File: src/rtl/mult_pkg.sv
// Shared limits, defaults and helpers for the pipelined N x N multiplier.
package mult_pkg;

    localparam int unsigned WidthMin      = 2;
    localparam int unsigned WidthMax      = 32;
    localparam int unsigned StagesMin     = 2;
    localparam int unsigned DefaultWidth  = 8;
    localparam int unsigned DefaultStages = 2;
    // Wide enough for any row base index reachable with WidthMax.
    localparam int unsigned RowBaseW      = 7;

    function automatic int unsigned ceil_div(input int unsigned num, input int unsigned den);
        return (num + den - 1) / den;
    endfunction

endpackage

File: src/rtl/mult_pp_stage.sv
// One accumulation stage: adds ROWS partial-product rows starting at row_base_i to the running sum.
module mult_pp_stage
    import mult_pkg::*;
#(
    parameter int unsigned WIDTH = DefaultWidth,
    parameter int unsigned ROWS  = 1
) (
    input  logic                  clk,
    input  logic                  rst,
    input  logic                  adv_i,
    input  logic [RowBaseW-1:0]   row_base_i,
    input  logic [WIDTH-1:0]      a_i,
    input  logic [WIDTH-1:0]      b_i,
    input  logic                  tc_i,
    input  logic [2*WIDTH-1:0]    sum_i,
    input  logic                  valid_i,
    output logic [WIDTH-1:0]      a_o,
    output logic [WIDTH-1:0]      b_o,
    output logic                  tc_o,
    output logic [2*WIDTH-1:0]    sum_o,
    output logic                  valid_o
);

    localparam int unsigned PW = 2 * WIDTH;

    logic [WIDTH-1:0] a_q, b_q;
    logic             tc_q, valid_q;
    logic [PW-1:0]    sum_q, sum_d;
    logic [PW-1:0]    a_ext, row;
    logic [WIDTH-1:0] b_sh;
    int unsigned      idx;

    // Sign-extended rows; in signed mode the multiplier MSB carries negative weight.
    always_comb begin
        a_ext = {{WIDTH{tc_i & a_i[WIDTH-1]}}, a_i};
        sum_d = sum_i;
        idx   = 0;
        b_sh  = '0;
        row   = '0;
        for (int unsigned r = 0; r < ROWS; r++) begin
            idx  = 32'(row_base_i) + r;
            b_sh = b_i >> idx;
            row  = a_ext << idx;
            if (idx < WIDTH && b_sh[0]) begin
                if (tc_i && idx == WIDTH - 1) begin
                    sum_d = sum_d - row;
                end else begin
                    sum_d = sum_d + row;
                end
            end
        end
    end

    // Data only loads with a valid transaction so bubbles leave the held result untouched.
    always_ff @(posedge clk or posedge rst) begin
        if (rst) begin
            valid_q <= 1'b0;
            a_q     <= '0;
            b_q     <= '0;
            tc_q    <= 1'b0;
            sum_q   <= '0;
        end else if (adv_i) begin
            valid_q <= valid_i;
            if (valid_i) begin
                a_q   <= a_i;
                b_q   <= b_i;
                tc_q  <= tc_i;
                sum_q <= sum_d;
            end
        end
    end

    assign a_o     = a_q;
    assign b_o     = b_q;
    assign tc_o    = tc_q;
    assign sum_o   = sum_q;
    assign valid_o = valid_q;

endmodule

File: src/rtl/pipelined_mult_nxn.sv
// Pipelined N x N multiplier, signed or unsigned per transaction, with valid/ready handshake.
module pipelined_mult_nxn
    import mult_pkg::*;
#(
    parameter int unsigned WIDTH  = DefaultWidth,
    parameter int unsigned STAGES = DefaultStages
) (
    input  logic                 clk,
    input  logic                 rst,
    input  logic                 in_valid_i,
    output logic                 in_ready_o,
    input  logic [WIDTH-1:0]     in_a_i,
    input  logic [WIDTH-1:0]     in_b_i,
    input  logic                 in_tc_i,
    output logic                 out_valid_o,
    input  logic                 out_ready_i,
    output logic [2*WIDTH-1:0]   out_p_o
);

    localparam int unsigned NumAcc = (STAGES < 2) ? 1 : STAGES - 1;
    localparam int unsigned Rows   = ceil_div(WIDTH, NumAcc);

    if (WIDTH < WidthMin || WIDTH > WidthMax || STAGES < StagesMin || STAGES > WIDTH + 1)
    begin : g_bad_params
        $error("pipelined_mult_nxn: illegal WIDTH/STAGES combination");
    end

    logic adv;

    logic [WIDTH-1:0]   cap_a_q, cap_b_q;
    logic               cap_tc_q, cap_v_q;

    logic [WIDTH-1:0]   a_s   [NumAcc+1];
    logic [WIDTH-1:0]   b_s   [NumAcc+1];
    logic               tc_s  [NumAcc+1];
    logic               v_s   [NumAcc+1];
    logic [2*WIDTH-1:0] sum_s [NumAcc+1];
    logic               unused_tail;

    assign adv = !out_valid_o || out_ready_i;

    always_ff @(posedge clk or posedge rst) begin
        if (rst) begin
            cap_v_q  <= 1'b0;
            cap_a_q  <= '0;
            cap_b_q  <= '0;
            cap_tc_q <= 1'b0;
        end else if (adv) begin
            cap_v_q <= in_valid_i;
            if (in_valid_i) begin
                cap_a_q  <= in_a_i;
                cap_b_q  <= in_b_i;
                cap_tc_q <= in_tc_i;
            end
        end
    end

    assign a_s[0]   = cap_a_q;
    assign b_s[0]   = cap_b_q;
    assign tc_s[0]  = cap_tc_q;
    assign v_s[0]   = cap_v_q;
    assign sum_s[0] = '0;

    for (genvar k = 0; k < NumAcc; k++) begin : g_stage
        mult_pp_stage #(
            .WIDTH (WIDTH),
            .ROWS  (Rows)
        ) u_stage (
            .clk        (clk),
            .rst        (rst),
            .adv_i      (adv),
            .row_base_i (RowBaseW'(k * Rows)),
            .a_i        (a_s[k]),
            .b_i        (b_s[k]),
            .tc_i       (tc_s[k]),
            .sum_i      (sum_s[k]),
            .valid_i    (v_s[k]),
            .a_o        (a_s[k+1]),
            .b_o        (b_s[k+1]),
            .tc_o       (tc_s[k+1]),
            .sum_o      (sum_s[k+1]),
            .valid_o    (v_s[k+1])
        );
    end

    // Operands forwarded out of the last stage have no consumer.
    assign unused_tail = ^{a_s[NumAcc], b_s[NumAcc], tc_s[NumAcc]};

    assign in_ready_o  = adv;
    assign out_valid_o = v_s[NumAcc];
    assign out_p_o     = sum_s[NumAcc];

endmodule

File: config.mk
export PLATFORM = sky130hd
export DESIGN_NAME = pipelined_mult_nxn
export DESIGN_NICKNAME = d
export VERILOG_FILES = /design/src/rtl/mult_pkg.sv /design/src/rtl/mult_pp_stage.sv /design/src/rtl/pipelined_mult_nxn.sv
export SDC_FILE = /design/constraint.sdc
export NUM_CORES = 1
export LEC_CHECK = 0
export CAP_MARGIN = 10
export CORE_MARGIN = 2
export CORE_UTILIZATION = 55
export CTS_BUF_LIST = sky130_fd_sc_hd__clkbuf_4 sky130_fd_sc_hd__clkbuf_8 sky130_fd_sc_hd__clkbuf_16
export CTS_CLUSTER_DIAMETER = 120
export DETAILED_ROUTE_END_ITERATION = 12
export PLACE_DENSITY = 0.87
export SYNTH_ARGS = -nofsm -noshare
export SYNTH_HDL_FRONTEND = slang
export SYNTH_SLANG_ARGS = --single-unit
File: constraint.sdc
create_clock -name clk -period 26.5 [get_ports clk]
set_input_delay 7.95 -clock clk [delete_from_list [all_inputs] [get_ports clk]]
set_output_delay 7.95 -clock clk [all_outputs]
set_load 0.05 [all_outputs]
### Yosys cells after proc, flatten, opt, wreduce, memory -nomap -nowiden

Cells that the tools add are included.

* output and inout bits: 18
* logic and storage cells: 28
* flip-flop bits (word level): 35

* bitwise gates (word level): 1
* mux-type cells: 9
* add/sub/neg operators: 8
* reductions and logical operators: 4

Operator list (count)
* two-way mux 16 bit: 9
* adder 16 bit: 7
* subtractor 16 bit: 1
* AND reduction 2 bit: 2
* AND 1 bit: 1
* logical NOT 1 bit: 1
* logical OR 1 bit: 1

### Longest topological paths before layout

Gate-level depths: netlist of the first run.

* word-level depth: 17
* depth in mapped cells: 53

### Cells and area by module

From an unflattened synthesis of the first run, not the netlist that was laid out.

* cell total of the unflattened synthesis: 2233
* area, all modules: 16115.5 µm²

By module, submodules not included
* mult_pp_stage: area an instance 15387.3 µm², sequential area each 850.8 µm², instances 1, cells an instance 2191
* pipelined_mult_nxn: area an instance 728.2 µm², sequential area each 450.4 µm², instances 1, cells an instance 42

### Worst setup path after synthesis of the first run

OpenSTA, ideal clock, no wires.

* kind: input port to output port
* start: input port out_ready_i
* end: output port in_ready_o
* data arrival time: 8.569 ns
* stages on the path: 2
* path buffers: 1
* slack: 9.981 ns
* cell sequence: nand2b_1 -> clkbuf_1

* longest elaborated chain between the ends: 1

Ends and longest elaborated chain
* start, declared: line pipelined_mult_nxn.sv:16 `input logic out_ready_i,`
* logical OR 1 bit: line pipelined_mult_nxn.sv:40 `assign adv = !out_valid_o || out_ready_i;`
* end, declared: line pipelined_mult_nxn.sv:11 `output logic in_ready_o,`

No other way between the ends.

### Worst setup path after layout of the first run

Same ends and word-level chain as after synthesis.

==> results of run 1 <==
-- metal layers --
layer	track usage, %	vias up	part of all wire, %
li1	-	2815	-
met2	47.0	249	46
met4	14.5	0	3.6
met5	0	-	0
met3	3.63	50	6.2
met1	36.4	2810	44
-- kinds of logic after synthesis --
family / Yosys count
XOR/XNOR: 50
AO/OA/AOI/OAI: 234
flip-flops: 35
multiplexers: 38
AND/OR/NAND/NOR: 236
adder cells (fa/ha/maj): 77
buffers and inverters: 83
-- sequential cells by signal, indices dropped and copies added (netlist names) --
signal                   flops
cap_a_q                      8
cap_b_q                      8
cap_tc_q                     1
cap_v_q                      1
g_stage.u_stage.sum_o       16
g_stage.u_stage.valid_o      1
-- worst register-to-register path: cells and delay by family (launching register included) --
family,cells,cell delay (ns)
buffers and inverters,3,0.61
AND/OR/NAND/NOR,14,2.93
multiplexers,2,0.48
XOR/XNOR,6,1.16
AO/OA/AOI/OAI,15,3.12
flip-flops,1,0.85
adder cells (fa/ha/maj),8,2.59
-- cell usage after synthesis (16+ instances only) --
| library cell | count | area (um^2) |
|---|---|---|
| a21o_1 | 21 | 158 |
| a21oi_1 | 54 | 270 |
| clkbuf_1 | 21 | 78.8 |
| dfrtp_1 | 35 | 876 |
| ha_1 | 71 | 888 |
| inv_1 | 47 | 176 |
| mux2_2 | 27 | 304 |
| nand2_1 | 57 | 214 |
| nor2_1 | 60 | 225 |
| nor3_1 | 17 | 85.1 |
| o21ai_0 | 33 | 165 |
| xnor2_1 | 34 | 298 |
| xor2_1 | 16 | 140 |
-- metrics by stage --
stage	setup slack (ns)	util, %	cells	cell area [um^2]
2_1_floorplan	9.98	-	753	5870
6_report	9.14	62.2	906	6420
3_5_place_dp	9.13	61.0	898	6290
3_3_place_gp	9.15	61.0	898	6290
4_1_cts	9.13	62.2	906	6420
5_1_grt	9.07	62.2	906	6420
-- worst max path at each step --
stage                 endpoint  slack (ns)
finish              in_ready_o        9.14
CTS                 in_ready_o        9.13
detailed placement  in_ready_o        9.13
global placement    in_ready_o        9.15
global route        in_ready_o        9.07
floorplan           in_ready_o        9.98
-- layout make-up --
type / count / area (um^2) / area share [%]
Clock buffer: 6 / 82.6 / 1.29
Clock inverter: 2 / 38.8 / 0.605
Inverter: 52 / 195 / 3.04
Multi-Input combinational cell: 635 / 4660 / 72.6
Sequential cell: 35 / 876 / 13.7
Tap cell: 136 / 170 / 2.65
Timing Repair Buffer: 40 / 395 / 6.16
==> run metrics, run 1 <==
status=complete, no violations; WP data arrival=approximately 9.4 ns; #FFs+latches synth=35; Synth Area in Compound Gates=between 20% and 30%; crit path cell chain=clkdlybuf4s50_1, nand2b_1, clkdlybuf4s50_1; commonest non-fill, non-tap cell in the layout=ha_1; Tot GR Track Use=between 20 and 30%; simple-gate share of the synthesized area=slightly above 20%; P&R area growth vs syn=9.36%; Vias per Instance=6.54; Clock Skew=around 0.0064 ns; Mapped Cells=~750; worst setup path startpoint=out_ready_i; Post-Route WL=15700 um; TritonCTS clock tree=yes; CP max-delay cell=clkdlybuf4s50_1; portion of netlist area occupied by mux cells=7.06%; max-slew violations=0; Reg2Reg Depth=48; post-CTS resize count=0; Syn Area/Cell=roughly 7.8 um^2; Post-Synth XOR/XNOR Area=7.46%; worst min path class=register to register; Ys Warns=0; CP endpoint kind=output pin; most frequent cells in the layout=ha_1, nor2_1, nand2_1; share of cells above drive strength 1=between 7 and 8%; TritonRoute pass-1 iters=6; Worst path max stage delay=just over 0.8 ns; Hold Path Stages=2; crit path kind=input pin to output pin; Synth Area in Adders=between 15 and 20%; Req. time, crit path=between 15 and 20 ns; RSZ-0062 raised after global routing=no; final hold slack=0.491 ns; CORE AREA=a little over 0.01 mm^2; Worst Setup Start Kind=input pin; ANT nets after route=0; Die Area=0.0115 mm^2; CP bufs+invs=2; Root Buffer=clkbuf_8; Initial Utilization=a little under three fifths; clock latency on the worst-skew pair=between 0.3 and 0.4 ns; post-CTS setup buffers=0; nets=roughly 870; Syn Std Cell Area=between 0.005 and 0.006 mm^2; clock buffer depth=2; DRC violations left=0; syn nets=roughly 850; f_max=between 50 and 60 MHz; Iteration-0 DRC Markers=423; Top FF cell, synth=dfrtp_1; Die Wd=approximately 110 um; Final Cycle Share=around two thirds; initial antenna violation count=0; Worst-path clk slew=roughly 0.080 ns; setup total negative slack=0 ns; crit-path max FO=6; antenna fix cells=0; Seq/Total Area, Yosys=between 10 and 15%; worst reg2reg setup slack=around 15 ns; H-Tree Depth=2; largest family of logic cells by synthesized area=compound AO/OA/AOI/OAI gates; worst-margin pin slew=around 0.92 ns; CTS sink count=35; number of max-cap violations=0; max_slew headroom=38.9%; largest net degree at the start of global routing=36; post-DP HPWL=between 10000 and 15000 um; # IOs=39; worst r2r dst=g_stage[0].u_stage.sum_o[15]$_DFFE_PP0P_; min cycle time layout=about 17 ns; PortBufs=38; number of cells on the critical path=3; Setup violations, final=0; overflow left after global routing=0; number of global-route vias before repair=between 5000 and 6000; first-pass GRT wire length=between 20000 and 30000 um; number of fill cells in the layout=855; Hold Startpoint=cap_v_q$_DFFE_PP0N_; routed vias=5924; CTS Buf Count=5; Most common cell on crit path=clkdlybuf4s50_1; reg2reg start=cap_a_q[1]$_DFFE_PP0P_; Final GP Congestion=0.892; Post-synth EDFFs=0; cts hold-fix bufs=0; die height=107 um; Fin. Hold Viols=0; ys async rst share=100%; WHS Endpoint=g_stage[0].u_stage.valid_o$_DFFE_PP0N_; CP delay by family, top=buffers and inverters; num rows=37; Unique masters post-synth=80; WL per Instance=around 17 um
Power of run 1 is not shown: default switching activity piles up to over one toggle a cycle in this logic, so the estimate is an artifact.
==> inputs of run 2 (changes only) <==
- clock period: 26.5 -> 17 ns (I/O delays scaled with it)
==> run metrics, run 2 (synthesized netlist as in run 1, its figures left out) <==
crit-path max FO=21 (+15); Hold Path Stages=2 (unchanged); Most common cell on crit path=ha_1; DRC violations left=0 (unchanged); nets=866 (-0.12%); CP max-delay cell=dfrtp_1; Fin. Hold Viols=0 (unchanged); crit path kind=register to register; max_slew headroom=39.6% (+0.75 points); cts hold-fix bufs=0 (unchanged); Post-Route WL=15800 um (+0.62%); CP bufs+invs=3 (+1); Reg2Reg Depth=48 (unchanged); antenna fix cells=0 (unchanged); post-CTS setup buffers=0 (unchanged); share of cells above drive strength 1=7.28% (-0.12 points); overflow left after global routing=0 (unchanged); WL per Instance=17.5 um (+0.73%); Hold Startpoint=g_stage[0].u_stage.sum_o[10]$_DFFE_PP0P_; initial antenna violation count=0 (unchanged); status=complete, no violations; CTS Buf Count=5 (unchanged); Die Area=0.0115 mm^2 (unchanged); number of global-route vias before repair=5747 (-3.5%); Tot GR Track Use=28.4% (-0.097 points); post-DP HPWL=11800 um (+0.22%); # IOs=39 (unchanged); Worst Setup Start Kind=register; Final Cycle Share=approximately 70%; max-slew violations=0 (unchanged); PortBufs=38 (unchanged); Initial Utilization=56.8% (unchanged); Worst-path clk slew=0.09 ns (about the same); Clock Skew=0.0161 ns (+0.00971 ns); number of max-cap violations=0 (unchanged); largest net degree at the start of global routing=36 (unchanged); H-Tree Depth=2 (unchanged); Final GP Congestion=0.901 (+1.0%); RSZ-0062 raised after global routing=no; commonest non-fill, non-tap cell in the layout=ha_1; Iteration-0 DRC Markers=583 (+38%); worst min path class=register to register; first-pass GRT wire length=26800 um (-0.49%); reg2reg start=cap_a_q[1]$_DFFE_PP0P_; post-CTS resize count=0 (unchanged); Vias per Instance=6.51 (-0.43%); f_max=about 84 MHz; Setup violations, final=0 (unchanged); number of cells on the critical path=48 (+45); number of fill cells in the layout=872 (+2.0%); num rows=37 (unchanged); max reg flops=16 (unchanged); routed vias=5892 (-0.54%); min cycle time layout=approximately 12 ns; Root Buffer=clkbuf_8; ANT nets after route=0 (unchanged); Die Wd=107 um (unchanged); worst-margin pin slew=0.903 ns (-0.0135 ns); CP delay by family, top=compound AO/OA/AOI/OAI gates; worst reg2reg setup slack=5.14 ns (-9.50 ns); Worst path max stage delay=0.84 ns (about the same); TritonRoute pass-1 iters=5 (-1); CP endpoint kind=register; worst r2r dst=g_stage[0].u_stage.sum_o[15]$_DFFE_PP0P_; CORE AREA=0.0103 mm^2 (unchanged); worst setup path startpoint=cap_a_q[1]$_DFFE_PP0P_; setup total negative slack=0 ns (unchanged); WP data arrival=12.03 ns (+2.62 ns); die height=107 um (unchanged); most frequent cells in the layout=ha_1, nor2_1, nand2_1; CTS sink count=35 (unchanged); P&R area growth vs syn=8.74%; WHS Endpoint=g_stage[0].u_stage.sum_o[10]$_DFFE_PP0P_; Req. time, crit path=17.17 ns (-1.38 ns); TritonCTS clock tree=yes; clock latency on the worst-skew pair=0.32 ns (about the same); clock buffer depth=2 (unchanged)
[run 2: cell count changes in the layout (fill, tap and decap cells not counted), sizes merged]
cell,change
buf,-1
bufinv,-1
clkbuf,-1
clkinvlp,+2
[run 2: how the worst max path moves through the flow]
stage / slack, ns / endpoint
global placement: 5.35 / in_ready_o
floorplan: 6.18 / in_ready_o
finish: 5.14 / g_stage[0].u_stage.sum_o[15]$_DFFE_PP0P_
global route: 4.23 / g_stage[0].u_stage.sum_o[15]$_DFFE_PP0P_
CTS: 5.33 / in_ready_o
detailed placement: 5.33 / in_ready_o
[run 2: routing by layer]
| metal | up-vias | track usage, % | part of all wire (%) |
|---|---|---|---|
| li1 | 2807 | - | - |
| met1 | 2794 | 36.8 | 42 |
| met2 | 251 | 47.2 | 47 |
| met3 | 40 | 4.18 | 7.8 |
| met4 | 0 | 11.7 | 2.6 |
| met5 | - | 0 | 0 |
[run 2: worst register-to-register path: cells and delay by family, from the launching register on]
kind	cells	cell delay, ns
adder cells (fa/ha/maj)	8	2.64
buffers and inverters	3	0.61
multiplexers	2	0.47
AND/OR/NAND/NOR	14	2.95
flip-flops	1	0.84
XOR/XNOR	6	1.10
AO/OA/AOI/OAI	15	3.12
[run 2: final cells by class]
class / instances / area, um^2 / area share, %
multi-input combinational: 635 / 4660 / 73.0
clock buffer: 5 / 68.8 / 1.08
inverter: 52 / 195 / 3.06
sequential: 35 / 876 / 13.7
clock inverter: 3 / 23.8 / 0.373
tap: 136 / 170 / 2.67
timing repair buffer: 39 / 388 / 6.08
[run 2: per-stage QoR]
step / instances / setup WS, ns / cell area [um^2] / hold WS (ns) / utilization [%]
2_1_floorplan: 753 / 6.18 / 5870 / 0.451 / -
3_3_place_gp: 897 / 5.35 / 6290 / 0.459 / 60.9
3_5_place_dp: 897 / 5.33 / 6290 / 0.483 / 60.9
4_1_cts: 905 / 5.33 / 6380 / 0.511 / 61.8
5_1_grt: 905 / 4.23 / 6380 / 0.525 / 61.8
6_report: 905 / 5.14 / 6380 / 0.514 / 61.8
Power of run 2 is left out for the same reason.
==> inputs of run 3 (changes only) <==
- clock period: 17 -> 10.95 ns (I/O delays scaled with it)
==> run metrics, run 3 (synthesized netlist as in run 1, its figures left out) <==
status=complete, no violations; Most common cell on crit path=ha_1; Req. time, crit path=11.12 ns (-6.05 ns); max-slew violations=0 (unchanged); min cycle time layout=10.37 ns (-1.49 ns); Final Cycle Share=94.7% (+25 points); TritonRoute pass-1 iters=5 (unchanged); worst r2r dst=g_stage[0].u_stage.sum_o[15]$_DFFE_PP0P_; worst min path class=register to register; Die Area=0.0115 mm^2 (unchanged); number of max-cap violations=0 (unchanged); Worst Setup Start Kind=register; max_slew headroom=41.2% (+1.6 points); Tot GR Track Use=29.5% (+1.1 points); final hold slack=0.486 ns (-0.0286 ns); post-DP HPWL=12500 um (+5.9%); WP data arrival=10.54 ns (-1.49 ns); Iteration-0 DRC Markers=531 (-8.9%); WL per Instance=17.9 um (+2.7%); H-Tree Depth=2 (unchanged); Post-Route WL=16500 um (+4.2%); RSZ-0062 raised after global routing=no; Initial Utilization=56.8% (unchanged); number of fill cells in the layout=856 (-1.8%); max reg flops=16 (unchanged); cts hold-fix bufs=0 (unchanged); Reg area=877 um^2 (+0.14%); share of cells above drive strength 1=9.72% (+2.4 points); commonest non-fill, non-tap cell in the layout=ha_1; Hold Startpoint=g_stage[0].u_stage.sum_o[2]$_DFFE_PP0P_; Die Wd=107 um (unchanged); post-layout instance area=0.00654 mm^2 (+2.5%); num rows=37 (unchanged); Hold Path Stages=2 (unchanged); Vias per Instance=6.42 (-1.4%); ANT nets after route=0 (unchanged); most frequent cells in the layout=ha_1, nor2_1, nand2_1; crit-path max FO=12 (-43%); worst reg2reg setup slack=0.58 ns (-4.56 ns); die height=107 um (unchanged); nets=879 (+1.5%); initial antenna violation count=0 (unchanged); antenna fix cells=0 (unchanged); setup total negative slack=0 ns (unchanged); TritonCTS clock tree=yes; first-pass GRT wire length=27300 um (+1.9%); Root Buffer=clkbuf_8; multi-input logic area=0.00469 mm^2 (+0.73%); # IOs=39 (unchanged); crit path kind=register to register; CTS Buf Count=5 (unchanged); Reg2Reg Depth=46 (-4.2%); Fin. Hold Viols=0 (unchanged); Worst-path clk slew=0.08 ns (about the same); P&R area growth vs syn=11.5%; Setup violations, final=0 (unchanged); dpl cell area=0.00635 mm^2 (+1.1%); Final GP Congestion=0.921 (+2.2%); CTS sink count=35 (unchanged); reg2reg start=cap_a_q[7]$_DFFE_PP0P_; clock buffer depth=2 (unchanged); PortBufs=38 (unchanged); DRC violations left=0 (unchanged); largest net degree at the start of global routing=36 (unchanged); overflow left after global routing=0 (unchanged); placed cell count=906 (+1.0%); number of global-route vias before repair=5645 (-1.8%); clock latency on the worst-skew pair=0.31 ns (about the same); routed vias=5895 (+0.051%); f_max=96.4 MHz (+14%); Worst path max stage delay=0.77 ns (-0.07 ns); WHS Endpoint=g_stage[0].u_stage.sum_o[2]$_DFFE_PP0P_; CORE AREA=0.0103 mm^2 (unchanged); final non-filler cell total=918 (+1.4%); Clock Skew=0.0148 ns (-0.00124 ns); worst-margin pin slew=0.882 ns (-0.0213 ns); CP max-delay cell=dfrtp_1; CP endpoint kind=register
==> run 3: changes by cell type in the layout (fill, tap and decap cells not counted), sizes merged <==
| cell | delta |
|---|---|
| bufinv | +1 |
| clkinvlp | -2 |
| buf | +13 |
| clkbuf | +1 |
==> run 3: worst max-delay path by stage <==
stage | depth (start not counted) | slack (ns) | endpoint | start
detailed placement | 48 | 0.21 | g_stage[0].u_stage.sum_o[15]$_DFFE_PP0P_ | cap_b_q[0]$_DFFE_PP0P_
global placement | 47 | 0.67 | g_stage[0].u_stage.sum_o[15]$_DFFE_PP0P_ | cap_b_q[0]$_DFFE_PP0P_
CTS | 48 | 0.17 | g_stage[0].u_stage.sum_o[15]$_DFFE_PP0P_ | cap_b_q[0]$_DFFE_PP0P_
global route | 46 | 0.0008 | g_stage[0].u_stage.sum_o[15]$_DFFE_PP0P_ | cap_a_q[7]$_DFFE_PP0P_
finish | 46 | 0.58 | g_stage[0].u_stage.sum_o[15]$_DFFE_PP0P_ | cap_a_q[7]$_DFFE_PP0P_
floorplan | 48 | 1.07 | g_stage[0].u_stage.sum_o[15]$_DFFE_PP0P_ | cap_a_q[1]$_DFFE_PP0P_
==> run 3: area by class of cell <==
type	instances	area share, %
Sequential cell	35	13.4
Timing Repair Buffer	52	7.42
Multi-Input combinational cell	635	71.7
Tap cell	136	2.60
Inverter	52	2.98
Clock inverter	2	0.593
Clock buffer	6	1.26
==> run 3: repair_timing <==
action | CTS | global route
resized for setup | 0 | 9
setup buffers | 0 | 4
setup endpoints to repair | 0 | 3
==> run 3: layer usage <==
layer	GRT usage, %	vias to the layer above	wire (um)
li1	-	2830	-
met1	39.3	2799	7330
met2	48.4	235	7680
met3	4.18	31	1020
met4	10.9	0	425
met5	0	-	0
==> run 3: metrics by stage <==
step	worst slack (ns)	utilization, %
2_1_floorplan	1.07	-
3_3_place_gp	0.666	61.6
3_5_place_dp	0.208	61.6
4_1_cts	0.169	62.7
5_1_grt	0.000809	63.4
6_report	0.579	63.4
==> run 3: critical path, delay by kind of cell (launching register included) <==
family | cells | cell delay (ns)
AND/OR/NAND/NOR | 16 | 3.34
multiplexers | 2 | 0.38
XOR/XNOR | 6 | 0.92
AO/OA/AOI/OAI | 14 | 2.53
flip-flops | 1 | 0.77
adder cells (fa/ha/maj) | 7 | 2.19
buffers and inverters | 1 | 0.08
Power of run 3 is left out for the same reason.
